[src/rtl/hack_control_unit.sv]
`default_nettype none
// ============================================================================
// Module   : hack_control_unit
// Purpose  : Multi-cycle fetch/decode/execute sequencer for the HACK CPU,
//            owning A, D and PC and a req/ack data-memory port.
// Revision : 1.0 - initial release
// ============================================================================
module hack_control_unit (
    input  logic        clk,
    input  logic        rst_n,
    output logic [15:0] rom_addr,
    input  logic [15:0] rom_data,
    output logic [14:0] ram_addr,
    output logic [15:0] ram_wdata,
    output logic        ram_we,
    output logic        ram_req,
    input  logic        ram_ack,
    input  logic [15:0] ram_rdata,
    output logic [15:0] alu_x,
    output logic [15:0] alu_y,
    output logic        alu_zx,
    output logic        alu_nx,
    output logic        alu_zy,
    output logic        alu_ny,
    output logic        alu_f,
    output logic        alu_no,
    input  logic [15:0] alu_out,
    input  logic        alu_zr,
    input  logic        alu_ng,
    output logic [15:0] a_reg,
    output logic [15:0] d_reg
);

    typedef enum logic [2:0] {
        S_FETCH  = 3'd0,
        S_DECODE = 3'd1,
        S_MEM_RD = 3'd2,
        S_EXEC   = 3'd3,
        S_MEM_WR = 3'd4
    } state_t;

    state_t      state_q;
    logic [15:0] pc_q;
    logic [15:0] a_q;
    logic [15:0] d_q;
    logic [15:0] ir_q;
    logic [15:0] r_q;
    logic        zr_q;
    logic        ng_q;
    logic        ram_req_q;
    logic        ram_we_q;
    logic [14:0] ram_addr_q;
    logic [15:0] ram_wdata_q;
    logic [15:0] alu_x_q;
    logic [15:0] alu_y_q;
    logic [5:0]  alu_ctrl_q;

    logic [15:0] w_res;
    logic        w_zr;
    logic        w_ng;
    logic        w_jump;
    logic        unused_ir;

    // Commit from EXEC uses the live ALU result; from MEM_WR the captured copy.
    assign w_res  = (state_q == S_EXEC) ? alu_out : r_q;
    assign w_zr   = (state_q == S_EXEC) ? alu_zr  : zr_q;
    assign w_ng   = (state_q == S_EXEC) ? alu_ng  : ng_q;
    assign w_jump = (ir_q[2] & w_ng) | (ir_q[1] & w_zr) | (ir_q[0] & ~w_zr & ~w_ng);

    assign unused_ir = ^ir_q[15:13];

    always_ff @(posedge clk or negedge rst_n) begin
        if (!rst_n) begin
            state_q     <= S_FETCH;
            pc_q        <= '0;
            a_q         <= '0;
            d_q         <= '0;
            ir_q        <= '0;
            r_q         <= '0;
            zr_q        <= 1'b0;
            ng_q        <= 1'b0;
            ram_req_q   <= 1'b0;
            ram_we_q    <= 1'b0;
            ram_addr_q  <= '0;
            ram_wdata_q <= '0;
            alu_x_q     <= '0;
            alu_y_q     <= '0;
            alu_ctrl_q  <= '0;
        end else begin
            case (state_q)
                S_FETCH: state_q <= S_DECODE;
                S_DECODE: begin
                    ir_q <= rom_data;
                    if (!rom_data[15]) begin
                        a_q     <= rom_data;
                        pc_q    <= pc_q + 16'd1;
                        state_q <= S_FETCH;
                    end else if (rom_data[12]) begin
                        ram_req_q  <= 1'b1;
                        ram_we_q   <= 1'b0;
                        ram_addr_q <= a_q[14:0];
                        state_q    <= S_MEM_RD;
                    end else begin
                        alu_x_q    <= d_q;
                        alu_y_q    <= a_q;
                        alu_ctrl_q <= rom_data[11:6];
                        state_q    <= S_EXEC;
                    end
                end
                S_MEM_RD: begin
                    if (ram_ack) begin
                        ram_req_q  <= 1'b0;
                        alu_x_q    <= d_q;
                        alu_y_q    <= ram_rdata;
                        alu_ctrl_q <= ir_q[11:6];
                        state_q    <= S_EXEC;
                    end
                end
                S_EXEC: begin
                    r_q        <= alu_out;
                    zr_q       <= alu_zr;
                    ng_q       <= alu_ng;
                    alu_x_q    <= '0;
                    alu_y_q    <= '0;
                    alu_ctrl_q <= '0;
                    if (ir_q[3]) begin
                        ram_req_q   <= 1'b1;
                        ram_we_q    <= 1'b1;
                        ram_addr_q  <= a_q[14:0];
                        ram_wdata_q <= alu_out;
                        state_q     <= S_MEM_WR;
                    end else begin
                        if (ir_q[5]) a_q <= w_res;
                        if (ir_q[4]) d_q <= w_res;
                        pc_q    <= w_jump ? a_q : pc_q + 16'd1;
                        state_q <= S_FETCH;
                    end
                end
                S_MEM_WR: begin
                    if (ram_ack) begin
                        ram_req_q <= 1'b0;
                        ram_we_q  <= 1'b0;
                        if (ir_q[5]) a_q <= w_res;
                        if (ir_q[4]) d_q <= w_res;
                        pc_q    <= w_jump ? a_q : pc_q + 16'd1;
                        state_q <= S_FETCH;
                    end
                end
                default: state_q <= S_FETCH;
            endcase
        end
    end

    assign rom_addr  = pc_q;
    assign ram_req   = ram_req_q;
    assign ram_we    = ram_we_q;
    assign ram_addr  = ram_addr_q;
    assign ram_wdata = ram_wdata_q;
    assign alu_x     = alu_x_q;
    assign alu_y     = alu_y_q;
    assign {alu_zx, alu_nx, alu_zy, alu_ny, alu_f, alu_no} = alu_ctrl_q;
    assign a_reg     = a_q;
    assign d_reg     = d_q;

endmodule
`default_nettype wire

[config.mk]
export PLATFORM = sky130hd
export DESIGN_NAME = hack_control_unit
export DESIGN_NICKNAME = d
export VERILOG_FILES = /design/src/rtl/hack_control_unit.sv
export SDC_FILE = /design/constraint.sdc
export NUM_CORES = 1
export LEC_CHECK = 0
export ABC_AREA = 1
export CAP_MARGIN = 0
export CORE_MARGIN = 2
export CORE_UTILIZATION = 49
export CTS_BUF_LIST = sky130_fd_sc_hd__clkbuf_16
export CTS_CLUSTER_SIZE = 16
export DETAILED_ROUTE_END_ITERATION = 6
export PLACE_DENSITY = 0.89
export SLEW_MARGIN = 5
export SYNTH_ARGS = -nofsm -noshare
export SYNTH_HDL_FRONTEND = slang
export SYNTH_SLANG_ARGS = --single-unit
[constraint.sdc]
create_clock -name clk -period 2.4 [get_ports clk]
set_input_delay 0.48 -clock clk [delete_from_list [all_inputs] [get_ports clk]]
set_output_delay 0.48 -clock clk [all_outputs]
set_load 0.02 [all_outputs]
Yosys cells after proc, flatten, opt, wreduce, memory -nomap -nowiden
Cells that the tools add are included.
{ "totals": {"wordCells": 99, "register_bits": 152} }
{ "classes": {"bitwise_logic": 8, "n_reduce_logical": 15, "addsub": 1, "mux": 47, "eq_ne": 13} }
{ "ops": {"columns": ["op", "count"], "rows": [
  ["$mux 16", 18],
  ["$pmux 16 s3", 4],
  ["$mux 15", 3],
  ["$pmux 16 s2", 1],
  ["$pmux 15 s2", 1],
  ["$mux 6", 3],
  ["$pmux 6 s3", 1],
  ["$add 16x1->16 const B", 1],
  ["$ne 2x2->1 const B", 8],
  ["$pmux 3 s5", 1],
  ["$reduce_and 4->1", 3],
  ["$reduce_and 5->1", 2],
  ["$mux 1", 9],
  ["$mux 3", 3],
  ["$reduce_bool 3->1", 3],
  ["$eq 3x2->1 const B", 2],
  ["$pmux 1 s3", 2],
  ["$and 1x1->1", 4],
  ["$reduce_and 2->1", 2],
  ["$reduce_bool 2->1", 2],
  ["$eq 3x1->1 const B", 1],
  ["$eq 3x3->1 const B", 1],
  ["$logic_not 3->1", 1],
  ["$reduce_and 3->1", 1],
  ["other kinds (5)", 7]
]} }

Depth between registers and ports, before layout
{ "logic_depth": {"ltp_word": 9, "mapped_depth": 12, "ltp_nobuf": 11} }

Worst setup path after synthesis
No wires, ideal clock.
{ "synth_path": {"path_kind": "reg2reg", "from": "reg state_q[2]", "to": "reg d_q[10], in the netlist d_reg[10]", "arrival_time_ns": 1.640, "setup_slack_ns": 0.636, "setup_time_ns": 0.125, "period_less_slack_ns": 1.764, "t_required_ns": 2.275, "path_stages_with_launch": 9, "cell_sequence": "dfrtp_1 -> inv_1 -> nand3_2 -> nand2_1 -> buf_4 -> nand2_1 -> nor2_4 -> buf_4 -> mux2_2"} }
{ "synth_between": {"elab_chain_cells": 5} }
{ "synth_rtl": {"columns": ["element", "line", "rtl"], "rows": [
  ["start: declaration", "42", "state_t state_q;"],
  ["start signal: assignment", "74", "state_q <= S_FETCH;"],
  ["start signal: assignment", "91", "S_FETCH: state_q <= S_DECODE;"],
  ["start signal: assignment", "97", "state_q <= S_FETCH;"],
  ["$eq 3x2->1", "65, 90", null],
  ["$mux 16", null, null],
  ["$mux 16", "134, 144", null],
  ["$mux 16 (on tied branches)", "140, 126", null],
  ["$pmux 16 s2", "90", "case (state_q)"],
  ["end signal: assignment", "134", "if (ir_q[4]) d_q <= w_res;"],
  ["end signal: assignment", "144", "if (ir_q[4]) d_q <= w_res;"],
  ["end: declaration", "45", "logic [15:0] d_q;"]
]} }
Several ways; a longest one is shown, not always the timed one. The select of a mux whose other input is x is not followed.
A chain may end at the register's enable or synchronous reset.

Worst setup path after layout
{ "layout_path": {"from": "reg state_q[2]", "to": "reg pc_q[10], in the netlist rom_addr[10]"} }
{ "layout_between": {"elab_chain_cells": 9} }
{ "layout_rtl": {"columns": ["element", "line", "rtl"], "rows": [
  ["$eq 3x2->1", "66, 67, 90", null],
  ["$mux 1", null, null],
  ["$not 1->1", "68", "assign w_jump = (ir_q[2] & w_ng) | (ir_q[1] & w_zr) | (ir_q[0] & ~w_zr & ~w_ng);"],
  ["$and 1x1->1 (2 in series)", "68", null],
  ["$or 1x1->1", "68", null],
  ["$mux 16", "135, 145", null],
  ["$mux 16 (on tied branches)", "140, 126", null],
  ["$pmux 16 s3", "90", null],
  ["end signal: assignment", "96", "pc_q <= pc_q + 16'd1;"],
  ["end signal: assignment", "135", "pc_q <= w_jump ? a_q : pc_q + 16'd1;"],
  ["end signal: assignment", "145", "pc_q <= w_jump ? a_q : pc_q + 16'd1;"],
  ["end: declaration", "43", "logic [15:0] pc_q;"]
]} }
Several ways; a longest one is shown, not always the timed one. The select of a mux whose other input is x is not followed.

==> metrics.md <==
| Metric | Value |
|---|---|
| Number of max-slew violations in the final report | 0 |
| Final wirelength | 18,340 um |
| I/O Buffers | 171 |
| Total grt overflow | 0 |
| Max capacitance violation total | 0 |
| Number of standard cells in the layout, taps in and fillers out | 1,109 |
| Post-synth top area share | 0.5679 |
| Via count normalized by instance count | 5.303 |
| Synth top area cells | dfrtp_1 (57%), nand2_1 (9.9%), o21ai_0 (6.6%), inv_1 (4.8%), nand3_1 (4.6%) |
| Asr flop ratio synth | 1.000 |
| Via count of the routed design | 5,881 |
| Met3 track demand over resource | 0.05404 |
| Met2 Use GR | 0.4340 |
| Post-synthesis register bit count | 152 |
| Number of enable flip-flop cells after synthesis | 0 |
| Final min period | 2.070 ns |
| Die height | 120.9 um |
| Half-perimeter wire length after placement | 13,000 um |
| Sw Ratio | 0.4167 |
| Initial core utilization | 0.5038 |
| WS Path Type | register to register |
| Element type at the critical path end | register |
| Delay of the slowest cell on the worst path | 0.42 ns |
| Measured slew at the worst slew-check pin | 0.5337 ns |
| Number of cells upsized or downsized after cts | 0 |
| Switching power summed over all nets | 6.140 mW |
| Std cell rows | 42 |
| Element type at the critical path start | register |
| Proportion of power drawn by flip-flops and latches | 0.317 |
| Placed standard-cell area | 8637 sq um |
| Critical path, cell by cell | inv_1 > nand3_2 > nand2_1 > buf_4 > nand2_1 > nand2_1 > nand3_1 > nand2_1 |
| Met1 global-route usage | 0.3355 |
| Clock latency of the later-clocked register in the worst-skew pair | 0.43 ns |
| Wire length of the first global-routing pass | 29,390 um |
| F_max | 483.1 MHz |
| I/O pin count | 172 |
| Cell count after placement | 1,077 |
| Clock transition at the registers of the reported paths | 0.06 ns |
| Worst min path class | register to register |
| Post-route clock skew | 0.01055 ns |
| Crit path required time | 2.76 ns |
| Internal | 8.595 mW |
| Area growth syn-to-layout | 38.54% |
| Post-route ant nets | 0 |
| Global placer's final weighted congestion | 0.9232 |
| CTS Hold Buffers Added | 1 |
| Cts bufs inserted | 17 |
| Initial antenna violation count | 0 |
| Crit path top cell by count | nand2_1 |
| Router iterations before antenna repair | 6 |
| Dominant cell by count in the synthesized netlist | nand2_1 |
| Sequential cell area fraction in the yosys report | 0.5679 |
| Number of DRC violations after detailed-routing iteration 0 | 483 |
| Headroom to the max-slew limit | 0.6434 |
| Area enclosed by the die boundary | 14,620 sq um |
| Nets | 975 |
| Worst Hold Slack | 0.4837 ns |
| Maximum root-to-sink buffer count | 2 |
| Distinct cell type count after synthesis | 30 |
| CTS root buffer | clkbuf_16 |
| Share of layout cells above drive strength 1 | 0.08682 |
| Finished layout cell area | 9279 sq um |
| Tcrit/Tclk final | 0.8626 |
| Outcome | finished clean |
| Number of failing setup endpoints in the final timing report | 0 |
| Highest ir drop seen on vdd | 0.8069 mV |
| Number of clock sinks | 152 |
| Post-Synthesis Cell Area | 6698 sq um |
| Maximum level of the CTS H-tree | 4 |
| Horizontal die dimension | 120.9 um |
| Global-route total usage across every layer | 0.2621 |
| Count of antenna diodes in the layout | 0 |
| Flip-flop cell with the highest count after synthesis | dfrtp_1 |
| Max Fanout on Critical Path | 20 |
| Count of final hold-check violations | 0 |
| Synth area leader | dfrtp_1 |
| TritonCTS clock tree | yes |
| Setup tns final | 0 ns |
| Syn Nets | 804 |
| Largest net degree at the start of global routing | 57 |
| Setup Buffers After CTS | 0 |
| Core region area | 13,300 sq um |
| DRC | 0 |
| Final total power | 14.73 mW |
| Synth Area per Inst | 8.930 sq um |
| Final core occ | 0.6979 |
| Worst setup margin | 0.3299 ns |
| Leading cell types by count after synthesis | nand2_1 (176), dfrtp_1 (152), o21ai_0 (88) |
| Highest-delay cell along the critical path | dfrtp_1 |
| Clk pwr share | 0.195 |
| Worst-case setup slack after placement | 0.2976 ns |
| Cell count after synthesis | 750 |
| Vias in the first global route | 5,711 |
| Yosys warning total | 0 |
| Power per cell area | 1588 nW/um^2 |
| RSZ-0062 raised after global routing | no |
| LEAKAGE | 4.292 nW |
| Combinational share of power | 0.487 |
| Top Usage Layer GRT | met2 |
| Routed WL per cell | 16.54 um |
| WP data arrival | 2.43 ns |
==> power by group through the flow <==
stage | Clock (mW) | Combinational, mW | Sequential [mW]
final | 2.88 | 7.18 | 4.68
after global routing | 3.03 | 7.85 | 4.79
after CTS | 2.90 | 7.22 | 4.67
after detailed placement | 0 | 7.14 | 4.68
after global placement | 0 | 6.94 | 4.64
after floorplan | 0 | 3.15 | 5.58
==> critical path: cells and delay by family, from the launching register on <==
family	cells	cell delay, ns
buffers and inverters	2	0.44
DFF	1	0.42
and+or+nand+nor	6	1.14
==> per-layer routing <==
layer  share of wire  vias up
li1                -     2777
met3           0.070       44
met4           0.032        0
met1            0.39     2813
met2            0.51      247
met5               0        -
==> area by class of cell <==
class                   count  area, sq um
well taps                 176        220.2
clock buffers              17        425.4
multi-input cells         472         2385
flip-flops and latches    152         3804
inverters                  88        330.3
fillers                   976         4016
clock inverters            14        206.4
repair buffers            190         1908
==> final timing paths <==
check,startpoint,endpoint,slack [ns],cells after the start
min in group asynchronous,rst_n,alu_x[4]$_DFFE_PN0P_,0.55,2
hold / removal,ram_addr[2]$_DFFE_PN0P_,ram_addr[2]$_DFFE_PN0P_,0.48,2
setup / recovery,state_q[2]$_DFFE_PN0P_,rom_addr[10]$_DFFE_PN0P_,0.33,8
hold reg to reg,ram_addr[2]$_DFFE_PN0P_,ram_addr[2]$_DFFE_PN0P_,0.48,2
setup reg to reg,state_q[2]$_DFFE_PN0P_,rom_addr[10]$_DFFE_PN0P_,0.33,8
max in group asynchronous,rst_n,rom_addr[2]$_DFFE_PN0P_,1.19,3
==> cells in the final DEF, fill, tap and decap left out, types with 3 or more instances in the layout <==
master,netlist,routed
xnor2_1,4,4
o21ai_1,16,16
buf_4,8,14
nor2_1,38,37
nand2_2,3,3
o21ai_0,88,88
a21oi_1,23,23
inv_1,86,87
buf_12,0,4
nor2_4,3,3
clkbuf_16,0,17
nand2_1,176,176
dfrtp_1,152,152
a22oi_1,22,22
clkinv_2,0,3
mux2_2,19,19
nand3_1,62,62
clkdlybuf4s50_1,0,170
bufinv_16,0,5
xor2_1,6,6
==> logic make-up after synthesis <==
kind of cell	synth area share
DFF	0.5679
muxes	0.03195
xor gates and xnor gates	0.01308
AOI/OAI and AO/OA	0.1237
and+or+nand+nor	0.1840
adders and majority gates	0.001868
buffers and inverters	0.07753
No activity file was read; power rests on OpenSTA's default activity.
